`config.mk`:
```
export PLATFORM = sky130hd
export DESIGN_NAME = cpu_ctrl_param
export DESIGN_NICKNAME = d
export VERILOG_FILES = /design/src/rtl/cpu_ctrl_param.sv
export SDC_FILE = /design/constraint.sdc
export NUM_CORES = 1
export LEC_CHECK = 0
export CORE_MARGIN = 10
export CORE_UTILIZATION = 38
export CTS_CLUSTER_SIZE = 24
export DETAILED_ROUTE_END_ITERATION = 10
export PLACE_DENSITY = 0.59
export SYNTH_ARGS = -nofsm -noshare
export SYNTH_HDL_FRONTEND = slang
export SYNTH_SLANG_ARGS = --single-unit
```
`constraint.sdc`:
```
create_clock -name clk -period 10.12 [get_ports clk]
set_input_delay 2.53 -clock clk [delete_from_list [all_inputs] [get_ports clk]]
set_output_delay 2.53 -clock clk [all_outputs]
set_load 0.005 [all_outputs]
```
`src/rtl/cpu_ctrl_param.sv`:
```
// cpu_ctrl_param: parameterised multi-cycle CPU controller.
// Holds the instruction register, decoder, an 8-state binary FSM, an 8-entry
// register file, the B-path shifter, the ALU and the N/V/Z status flags.
// Instructions enter through 'in' while the FSM waits in WAIT.
module cpu_ctrl_param #(
    parameter int DATA_W       = 16,
    parameter bit ILLEGAL_HALT = 1'b1
) (
    input  logic              clk,
    input  logic              reset,
    input  logic              s,
    input  logic              load,
    input  logic [15:0]       in,
    output logic [DATA_W-1:0] out,
    output logic              N,
    output logic              V,
    output logic              Z,
    output logic              w,
    output logic              err
);
    localparam int MSB = DATA_W - 1;

    typedef enum logic [2:0] {
        S_WAIT   = 3'd0,
        S_DECODE = 3'd1,
        S_GET_A  = 3'd2,
        S_GET_B  = 3'd3,
        S_EXEC   = 3'd4,
        S_WR_IMM = 3'd5,
        S_WR_REG = 3'd6,
        S_ERR    = 3'd7
    } state_t;

    state_t            state;
    logic [15:0]       ir;
    logic [DATA_W-1:0] rf [8];
    logic [DATA_W-1:0] a;
    logic [DATA_W-1:0] b;
    logic [DATA_W-1:0] c;

    // Instruction fields, always taken from IR (stable outside WAIT).
    logic [2:0] opcode, rn, rd, rm;
    logic [1:0] op, sh;
    logic [7:0] imm8;

    assign opcode = ir[15:13];
    assign op     = ir[12:11];
    assign rn     = ir[10:8];
    assign rd     = ir[7:5];
    assign sh     = ir[4:3];
    assign rm     = ir[2:0];
    assign imm8   = ir[7:0];

    logic is_mov_imm, is_mov_reg, is_alu, is_add, is_cmp, is_and, is_mvn, legal;

    assign is_mov_imm = (opcode == 3'b110) && (op == 2'b10);
    assign is_mov_reg = (opcode == 3'b110) && (op == 2'b00);
    assign is_alu     = (opcode == 3'b101);
    assign is_add     = is_alu && (op == 2'b00);
    assign is_cmp     = is_alu && (op == 2'b01);
    assign is_and     = is_alu && (op == 2'b10);
    assign is_mvn     = is_alu && (op == 2'b11);
    assign legal      = is_mov_imm || is_mov_reg || is_alu;

    logic [DATA_W-1:0] imm_ext;
    assign imm_ext = {{(DATA_W-8){imm8[7]}}, imm8};

    // B-path shifter: pass, LSL1, LSR1, ASR1.
    logic [DATA_W-1:0] sh_b;
    always_comb begin
        sh_b = b;
        case (sh)
            2'b01:   sh_b = {b[MSB-1:0], 1'b0};
            2'b10:   sh_b = {1'b0, b[MSB:1]};
            2'b11:   sh_b = {b[MSB], b[MSB:1]};
            default: sh_b = b;
        endcase
    end

    // ALU result for the C-writing ops; CMP uses diff directly.
    // MOV reg adds zero rather than the stale A register.
    logic [DATA_W-1:0] alu_res;
    logic [DATA_W-1:0] diff;
    logic              cmp_v;
    always_comb begin
        diff    = a - sh_b;
        alu_res = sh_b;
        if (is_add)
            alu_res = a + sh_b;
        else if (is_and)
            alu_res = a & sh_b;
        else if (is_mvn)
            alu_res = ~sh_b;
        cmp_v = (a[MSB] != sh_b[MSB]) && (diff[MSB] != a[MSB]);
    end

    // Instruction register: only captured while waiting.
    always_ff @(posedge clk or posedge reset) begin
        if (reset)
            ir <= '0;
        else if (load && state == S_WAIT)
            ir <= in;
    end

    // Register file write port, driven by the two write-back states.
    always_ff @(posedge clk or posedge reset) begin
        if (reset) begin
            for (int i = 0; i < 8; i++)
                rf[i] <= '0;
        end else if (state == S_WR_REG) begin
            rf[rd] <= c;
        end else if (state == S_WR_IMM) begin
            rf[rn] <= imm_ext;
        end
    end

    // Control FSM with registered w/err and the A/B/C/flag datapath registers.
    always_ff @(posedge clk or posedge reset) begin
        if (reset) begin
            state <= S_WAIT;
            w     <= 1'b1;
            err   <= 1'b0;
            a     <= '0;
            b     <= '0;
            c     <= '0;
            N     <= 1'b0;
            V     <= 1'b0;
            Z     <= 1'b0;
        end else begin
            case (state)
                S_WAIT: begin
                    if (s) begin
                        state <= S_DECODE;
                        w     <= 1'b0;
                    end
                end
                S_DECODE: begin
                    if (is_mov_imm)
                        state <= S_WR_IMM;
                    else if (is_mov_reg || is_mvn)
                        state <= S_GET_B;
                    else if (is_alu)
                        state <= S_GET_A;
                    else if (ILLEGAL_HALT) begin
                        state <= S_ERR;
                        err   <= 1'b1;
                    end else begin
                        state <= S_WAIT;
                        w     <= 1'b1;
                    end
                end
                S_GET_A: begin
                    a     <= rf[rn];
                    state <= S_GET_B;
                end
                S_GET_B: begin
                    b     <= rf[rm];
                    state <= S_EXEC;
                end
                S_EXEC: begin
                    if (is_cmp) begin
                        N     <= diff[MSB];
                        Z     <= (diff == '0);
                        V     <= cmp_v;
                        state <= S_WAIT;
                        w     <= 1'b1;
                    end else begin
                        c     <= alu_res;
                        state <= S_WR_REG;
                    end
                end
                S_WR_REG, S_WR_IMM: begin
                    state <= S_WAIT;
                    w     <= 1'b1;
                end
                S_ERR: begin
                    state <= S_ERR;
                end
                default: begin
                    state <= S_WAIT;
                    w     <= 1'b1;
                    err   <= 1'b0;
                end
            endcase
            if (!legal && state == S_DECODE && !ILLEGAL_HALT)
                err <= 1'b0;
        end
    end

    assign out = c;

endmodule

```
==> results of run 1 <==
==> layout make-up <==
cell class | instances | share of cell area, %
flip-flops and latches | 200 | 35.02
inverters | 38 | 1.050
clock inverters | 12 | 0.8222
repair buffers | 67 | 4.216
well taps | 448 | 3.918
multi-input cells | 1107 | 51.78
clock buffers | 20 | 3.193
==> layout by cell type, fill, tap and decap left out, drive strengths merged, types with 6 or more instances in the layout <==
master and count:
nand2b 19, mux2i 48, buf 27, a22oi 11, nor3 24, ha 32, mux4 37, nand3 11
inv 41, nor3b 7, o21ai 198, o22ai 14, o22a 50, a311oi 9, dfrtp 199, mux2 31
a211oi 7, a221oi 12, nor2 95, a21oi 69, xnor2 12, nor2b 7, nand2 230, clkbuf 20
a21o 6, a31oi 78, and2 6, clkdlybuf4s50 40, a32oi 9, o221ai 8
==> Yosys cell counts (all sizes together), types with 8 or more instances <==
cell / number / area (µm²)
o221ai: 8 / 70.07
a311oi: 9 / 78.83
dfrtp: 199 / 4980
mux2: 31 / 352.8
nand2: 230 / 863.3
mux4: 37 / 833.3
o22ai: 14 / 87.58
nor2: 95 / 356.6
inv: 38 / 142.6
ha: 32 / 400.4
o21ai: 198 / 991.0
mux2i: 48 / 480.5
a32oi: 9 / 78.83
nand2b: 19 / 118.9
clkbuf: 89 / 335.3
a31oi: 78 / 488.0
xnor2: 12 / 105.1
nand3: 11 / 55.05
a221oi: 12 / 105.1
a21oi: 69 / 345.3
nor3: 24 / 125.1
o22a: 50 / 437.9
buf: 37 / 151.4
a22oi: 11 / 82.58
==> final timing paths <==
| path | end | slack [ns] | cells past startpoint |
|---|---|---|---|
| worst max register to register | rf[68] | 6.11 | 8 |
| min in group asynchronous | ir[13] | 2.66 | 2 |
| worst min-delay path | err | 0.48 | 1 |
| max in group asynchronous | rf[57] | 6.04 | 3 |
| worst max-delay path | out[13] | 5.85 | 1 |
| worst min register to register | err | 0.48 | 1 |
==> kinds of logic after synthesis <==
family,after synthesis,synth area share [%]
AOI/OAI and AO/OA,509,24.78
buffers and inverters,164,4.838
muxes,116,12.81
adders and majority gates,34,3.386
and+or+nand+nor,434,14.76
xor gates and xnor gates,14,0.9426
DFF,200,38.48
==> metrics by stage <==
stage                     total power, mW  utilization [%]  hold WS [ns]  cells  cell area, µm²
after floorplan                     3.417                -        0.4602   1471           13010
after global placement              4.265            40.85        0.4622   1860           13730
after detailed placement            4.308            40.85        0.4551   1860           13730
after CTS                           5.002            42.55        0.4801   1892           14310
after global routing                5.384            42.55        0.4954   1892           14310
final                               5.054            42.55        0.4815   1892           14310
==> state kept, by name, indices dropped and copies added (netlist names) <==
name / cells
rf: 128
ir: 16
w: 1
state: 3
out: 16
err: 1
N: 1
Z: 1
V: 1
a: 16
b: 16
==> report_power, final <==
group,internal (mW),switching [mW],leakage [nW]
logic,1.08,1.75,2.65
clock network,0.356,0.333,0.270
registers,1.10,0.429,2.66
total,2.54,2.52,5.59
==> per-layer routing <==
metal | share of wire (%) | global-route usage (%)
met3 | 8.0 | 4.312
met2 | 47 | 34.01
met5 | 0 | 0
met1 | 42 | 27.17
met4 | 2.7 | 6.931
==> results.py, run 1 <==
metrics = {
    "status": {
        "outcome": "complete, no violations",
    },
    "logic_synthesis": {
        "post_synth_net_total": 1525,
        "post_synth_inst_count": 1471,
        "number_of_flip_flops_and_latches_in_the_synthesized_netlist": 200,
        "ffs_w_async_s_r_synth_pct": 100.0,
        "postSynthAreaPerCell_um2": 8.843,
        "sequential_cell_area_fraction_in_the_yosys_report_pct": 38.48,
        "synth_area_um2": 13010,
        "dominantRegCellSynth": "sky130_fd_sc_hd__dfrtp_1",
        "synth_enable_flop_cells": 0,
        "ys_warn_count": 0,
        "yosys.cell_types.count": 72,
    },
    "worst_setup_path": {
        "timing.critical_path.arrival_ns": 1.74,
        "setup.worst_path.start": "out[13]",
        "timing_worst_setup_path_type": "flop to output port",
        "critical_path_required_ns": 7.59,
        "crit_path_end_kind": "output port",
        "worst-path-buf-inv": 1,
        "cp_slowest_cell": "sky130_fd_sc_hd__clkdlybuf4s50_1",
        "cp_top_family": "buffers and inverters",
        "critical_path.max_stage_delay_ns": 0.65,
        "r2r_start": "ir[9]",
        "crit_chain": "clkdlybuf4s50_1",
        "critical_path.max_fanout": 10,
        "worst_setup_path_start_kind": "flop",
    },
    "clock_network": {
        "cts_tree": "done",
        "numCtsBuffers": 17,
        "clockBufferDepth": 2,
        "post_cts_buffers": 0,
        "postCtsResizedCells": 0,
        "clkLatencyLatePin_ns": 0.45,
        "clk_pin_slew_worst_paths_ns": 0.08,
        "h-tree-depth": 4,
        "root_buffer": "sky130_fd_sc_hd__clkbuf_16",
        "cts_sinks": 200,
        "postCtsHoldBufs": 0,
    },
    "drt": {
        "initialDrtViolationCount": 1008,
        "wl_um": 44170,
        "vias": 11710,
        "drc": 0,
        "dr_vias_cell": 6.188,
        "ant_nets": 0,
        "drt_pass1_iterations": 5,
        "route.detailed.wl_per_inst_um": 23.34,
    },
    "cells_and_area": {
        "multi_input_logic_area_um2": 7407,
        "drive_above_1_share_pct": 10.32,
        "num_antenna_cells": 0,
        "fin_nets": 1485,
        "fillCellCount": 3298,
        "areaGrowthSynthToFinish_pct": 9.965,
        "layout.area.seq_um2": 5010,
    },
    "sta": {
        "finalCriticalPeriod_ns": 4.271,
        "worst_slew_margin_pct": 21.87,
        "setup_tns_ns": 0,
        "timing.final.hold_violations": 0,
        "timing.final.max_slew_violations": 0,
        "post-route-worst-setup-slack_ns": 5.849,
        "fin_crit_sh_pct": 42.21,
        "grt_setup_unrepaired": "no",
        "achievable-frequency_mhz": 234.1,
        "skew_ns": 0.009996,
        "setup_viol": 0,
        "worstMarginPinSlew_ns": 1.168,
    },
    "worst_hold_path": {
        "hold_path_startpoint": "err",
        "hold_path.class": "flop to flop",
    },
    "pwr": {
        "reported_leakage_power_nw": 5.586,
        "peakVddDrop_uv": 177.0,
        "p_per_area_nw_per_um2": 353.3,
    },
    "floorplan": {
        "die_width_um": 205.0,
        "design.die.area_um2": 42030,
        "io-pin-count": 41,
        "dieHeight_um": 205.0,
        "core-area_um2": 33620,
        "initial_utilization_pct": 38.70,
        "floorplan.rows": 67,
    },
    "placement": {
        "pre_cts_slack_ns": 5.417,
        "gp_congestion": 0.8872,
        "post-dp-hpwl_um": 29450,
        "buffer_ports.inserted": 40,
    },
    "job": {
        "drv.max_cap_violation_count": 0,
    },
    "global_route": {
        "total_track_usage_pct": 20.89,
        "globalRoute.totalOverflow": 0,
        "antenna_found_initial": 0,
        "wire_length_of_the_first_global_routing_pass_um": 67940,
        "pin_count_of_the_biggest_net_entering_global_routing": 138,
        "first_global_vias": 11220,
    },
}
Power figures use the tool's default switching activity.
==> run 2: changes to the inputs <==
--- a/config.mk
+++ b/config.mk
@@ -9,7 +9,7 @@
 export CORE_UTILIZATION = 38
 export CTS_CLUSTER_SIZE = 24
 export DETAILED_ROUTE_END_ITERATION = 10
-export PLACE_DENSITY = 0.59
+export PLACE_DENSITY = 0.61
 export SYNTH_ARGS = -nofsm -noshare
 export SYNTH_HDL_FRONTEND = slang
 export SYNTH_SLANG_ARGS = --single-unit
==> constraint.sdc (replaced) <==
create_clock -name clk -period 3.91 [get_ports clk]
set_input_delay 0.9775 -clock clk [delete_from_list [all_inputs] [get_ports clk]]
set_output_delay 0.9775 -clock clk [all_outputs]
set_load 0.005 [all_outputs]
==> run 2 against run 1 <==
  * Clock power rose to 2.7 times the previous value
  * Count of clock-buffer cells in the layout up 2
  * Hold slack improved by 0.015 ns
  * Die area unchanged
  * Setup slack worse by 5.5 ns
  * First-iteration DRC count up 31%
  * Critical endpoint is now out[14]
==> results.py, run 2 (synthesis gave the netlist of run 1 again) <==
metrics = {
    "sta": {
        "skew_ns": 0.01089,
        "worst_slew_margin_pct": 25.79,
        "setup_viol": 0,
        "fin_crit_sh_pct": 91.52,
        "achievable-frequency_mhz": 279.5,
        "finalCriticalPeriod_ns": 3.578,
        "timing.final.hold_violations": 0,
        "setup_tns_ns": 0,
        "worstMarginPinSlew_ns": 1.110,
        "grt_setup_unrepaired": "no",
        "timing.final.max_slew_violations": 0,
    },
    "placement": {
        "gp_congestion": 0.9611,
        "post-dp-hpwl_um": 31900,
        "buffer_ports.inserted": 40,
    },
    "drt": {
        "vias": 11830,
        "drt_pass1_iterations": 5,
        "drc": 0,
        "ant_nets": 0,
        "initialDrtViolationCount": 1319,
        "dr_vias_cell": 6.120,
        "wl_um": 45540,
        "route.detailed.wl_per_inst_um": 23.56,
    },
    "clock_network": {
        "clk_pin_slew_worst_paths_ns": 0.07,
        "clockBufferDepth": 2,
        "root_buffer": "sky130_fd_sc_hd__clkbuf_16",
        "post_cts_buffers": 0,
        "postCtsResizedCells": 0,
        "postCtsHoldBufs": 0,
        "cts_sinks": 200,
        "cts_tree": "done",
        "clkLatencyLatePin_ns": 0.45,
        "numCtsBuffers": 17,
        "h-tree-depth": 4,
    },
    "pwr": {
        "finalPower_mw": 13.53,
        "peakVddDrop_uv": 323.8,
        "p_per_area_nw_per_um2": 920.7,
        "reported_leakage_power_nw": 5.826,
    },
    "cells_and_area": {
        "drive_above_1_share_pct": 12.59,
        "fin_nets": 1526,
        "layout.area.seq_um2": 5010,
        "mostFrequentLayoutCells": "230 x sky130_fd_sc_hd__nand2_1, 196 x sky130_fd_sc_hd__dfrtp_1, 182 x sky130_fd_sc_hd__o21ai_0, 93 x sky130_fd_sc_hd__nor2_1, 78 x sky130_fd_sc_hd__a31oi_1",
        "largest_reg_flops": 128,
        "layout.cells.most_common": "sky130_fd_sc_hd__nand2_1",
        "num_antenna_cells": 0,
        "multi_input_logic_area_um2": 7397,
        "areaGrowthSynthToFinish_pct": 12.93,
        "largest-register": "rf",
        "fillCellCount": 3259,
    },
    "job": {
        "drv.max_cap_violation_count": 0,
    },
    "worst_hold_path": {
        "hold-path-cell-count": 2,
        "worstHoldEndpoint": "Z",
        "hold_path_startpoint": "Z",
        "hold_path.class": "flop to flop",
    },
    "floorplan": {
        "initial_utilization_pct": 38.70,
        "design.die.area_um2": 42030,
        "die_width_um": 205.0,
        "core-area_um2": 33620,
        "dieHeight_um": 205.0,
        "io-pin-count": 41,
        "floorplan.rows": 67,
    },
    "global_route": {
        "globalRoute.totalOverflow": 0,
        "first_global_vias": 11580,
        "wire_length_of_the_first_global_routing_pass_um": 70690,
        "total_track_usage_pct": 21.79,
        "antenna_found_initial": 0,
        "pin_count_of_the_biggest_net_entering_global_routing": 64,
    },
    "worst_setup_path": {
        "timing.critical_path.arrival_ns": 3.90,
        "rr_endpoint": "out[14]",
        "worst_setup_path_start_kind": "flop",
        "critical_path.max_fanout": 10,
        "crit_path_end_kind": "flop",
        "r2r_start": "ir[3]",
        "critical_path_required_ns": 4.24,
        "worstRegToRegCells": 13,
        "timing_worst_setup_path_type": "flop to flop",
        "r2r_slack_ns": 0.33,
    },
    "status": {
        "outcome": "complete, no violations",
    },
}
-- run 2: final cells by class --
type | instances | area share, %
multi-input cells | 1107 | 50.35
clock inverters | 10 | 0.9624
well taps | 448 | 3.816
repair buffers | 108 | 6.541
flip-flops and latches | 200 | 34.10
clock buffers | 22 | 3.228
inverters | 38 | 0.9965
-- run 2: worst max path at each step --
stage | endpoint | cells after the start | startpoint | slack [ns]
final | out[14] | 13 | ir[3] | 0.33
after detailed placement | out[14] | 13 | ir[3] | 0.43
after CTS | out[14] | 13 | ir[3] | 0.41
after global routing | out[13] | 14 | ir[3] | 0.003
after floorplan | N | 1 | reset | 0.34
after global placement | out[14] | 13 | ir[3] | 0.46
-- run 2: power breakdown --
| group | switching (mW) | internal [mW] |
|---|---|---|
| Clock | 0.831 | 1.06 |
| Combinational | 4.49 | 3.00 |
| Sequential | 1.30 | 2.85 |
-- run 2: critical path, stage by stage (launching register included) --
cell                       delay, ns
sky130_fd_sc_hd__dfrtp_1        0.59
sky130_fd_sc_hd__nor2_1         0.12
sky130_fd_sc_hd__a22oi_1        0.25
sky130_fd_sc_hd__inv_1          0.14
sky130_fd_sc_hd__ha_1           0.26
sky130_fd_sc_hd__fa_1           0.45
sky130_fd_sc_hd__a21o_1         0.19
sky130_fd_sc_hd__a211oi_1       0.32
sky130_fd_sc_hd__o21ai_1        0.21
sky130_fd_sc_hd__a311oi_1       0.40
sky130_fd_sc_hd__o31ai_1        0.11
sky130_fd_sc_hd__o21ai_1        0.11
sky130_fd_sc_hd__nor3b_1        0.21
sky130_fd_sc_hd__nor3_1         0.08
-- run 2: stage by stage --
stage                     instances  util, %  hold slack, ns  setup WS, ns  cell area (µm²)
after global routing           1933    43.70          0.5343      0.002702            14690
after global placement         1901    41.87          0.4804        0.4632            14070
after CTS                      1933    43.70          0.5077        0.4063            14690
after detailed placement       1901    41.87          0.4908        0.4261            14070
final                          1933    43.70          0.4964        0.3316            14690
after floorplan                1471        -          0.4602        0.3450            13010
-- run 2: routing by layer --
metal,global-route usage (%),wire length [µm],vias to the layer above
li1,-,-,5414
met1,29.02,19350,5788
met2,34.20,21160,538
met3,4.707,3691,90
met4,7.824,1336,0
met5,0,0,-
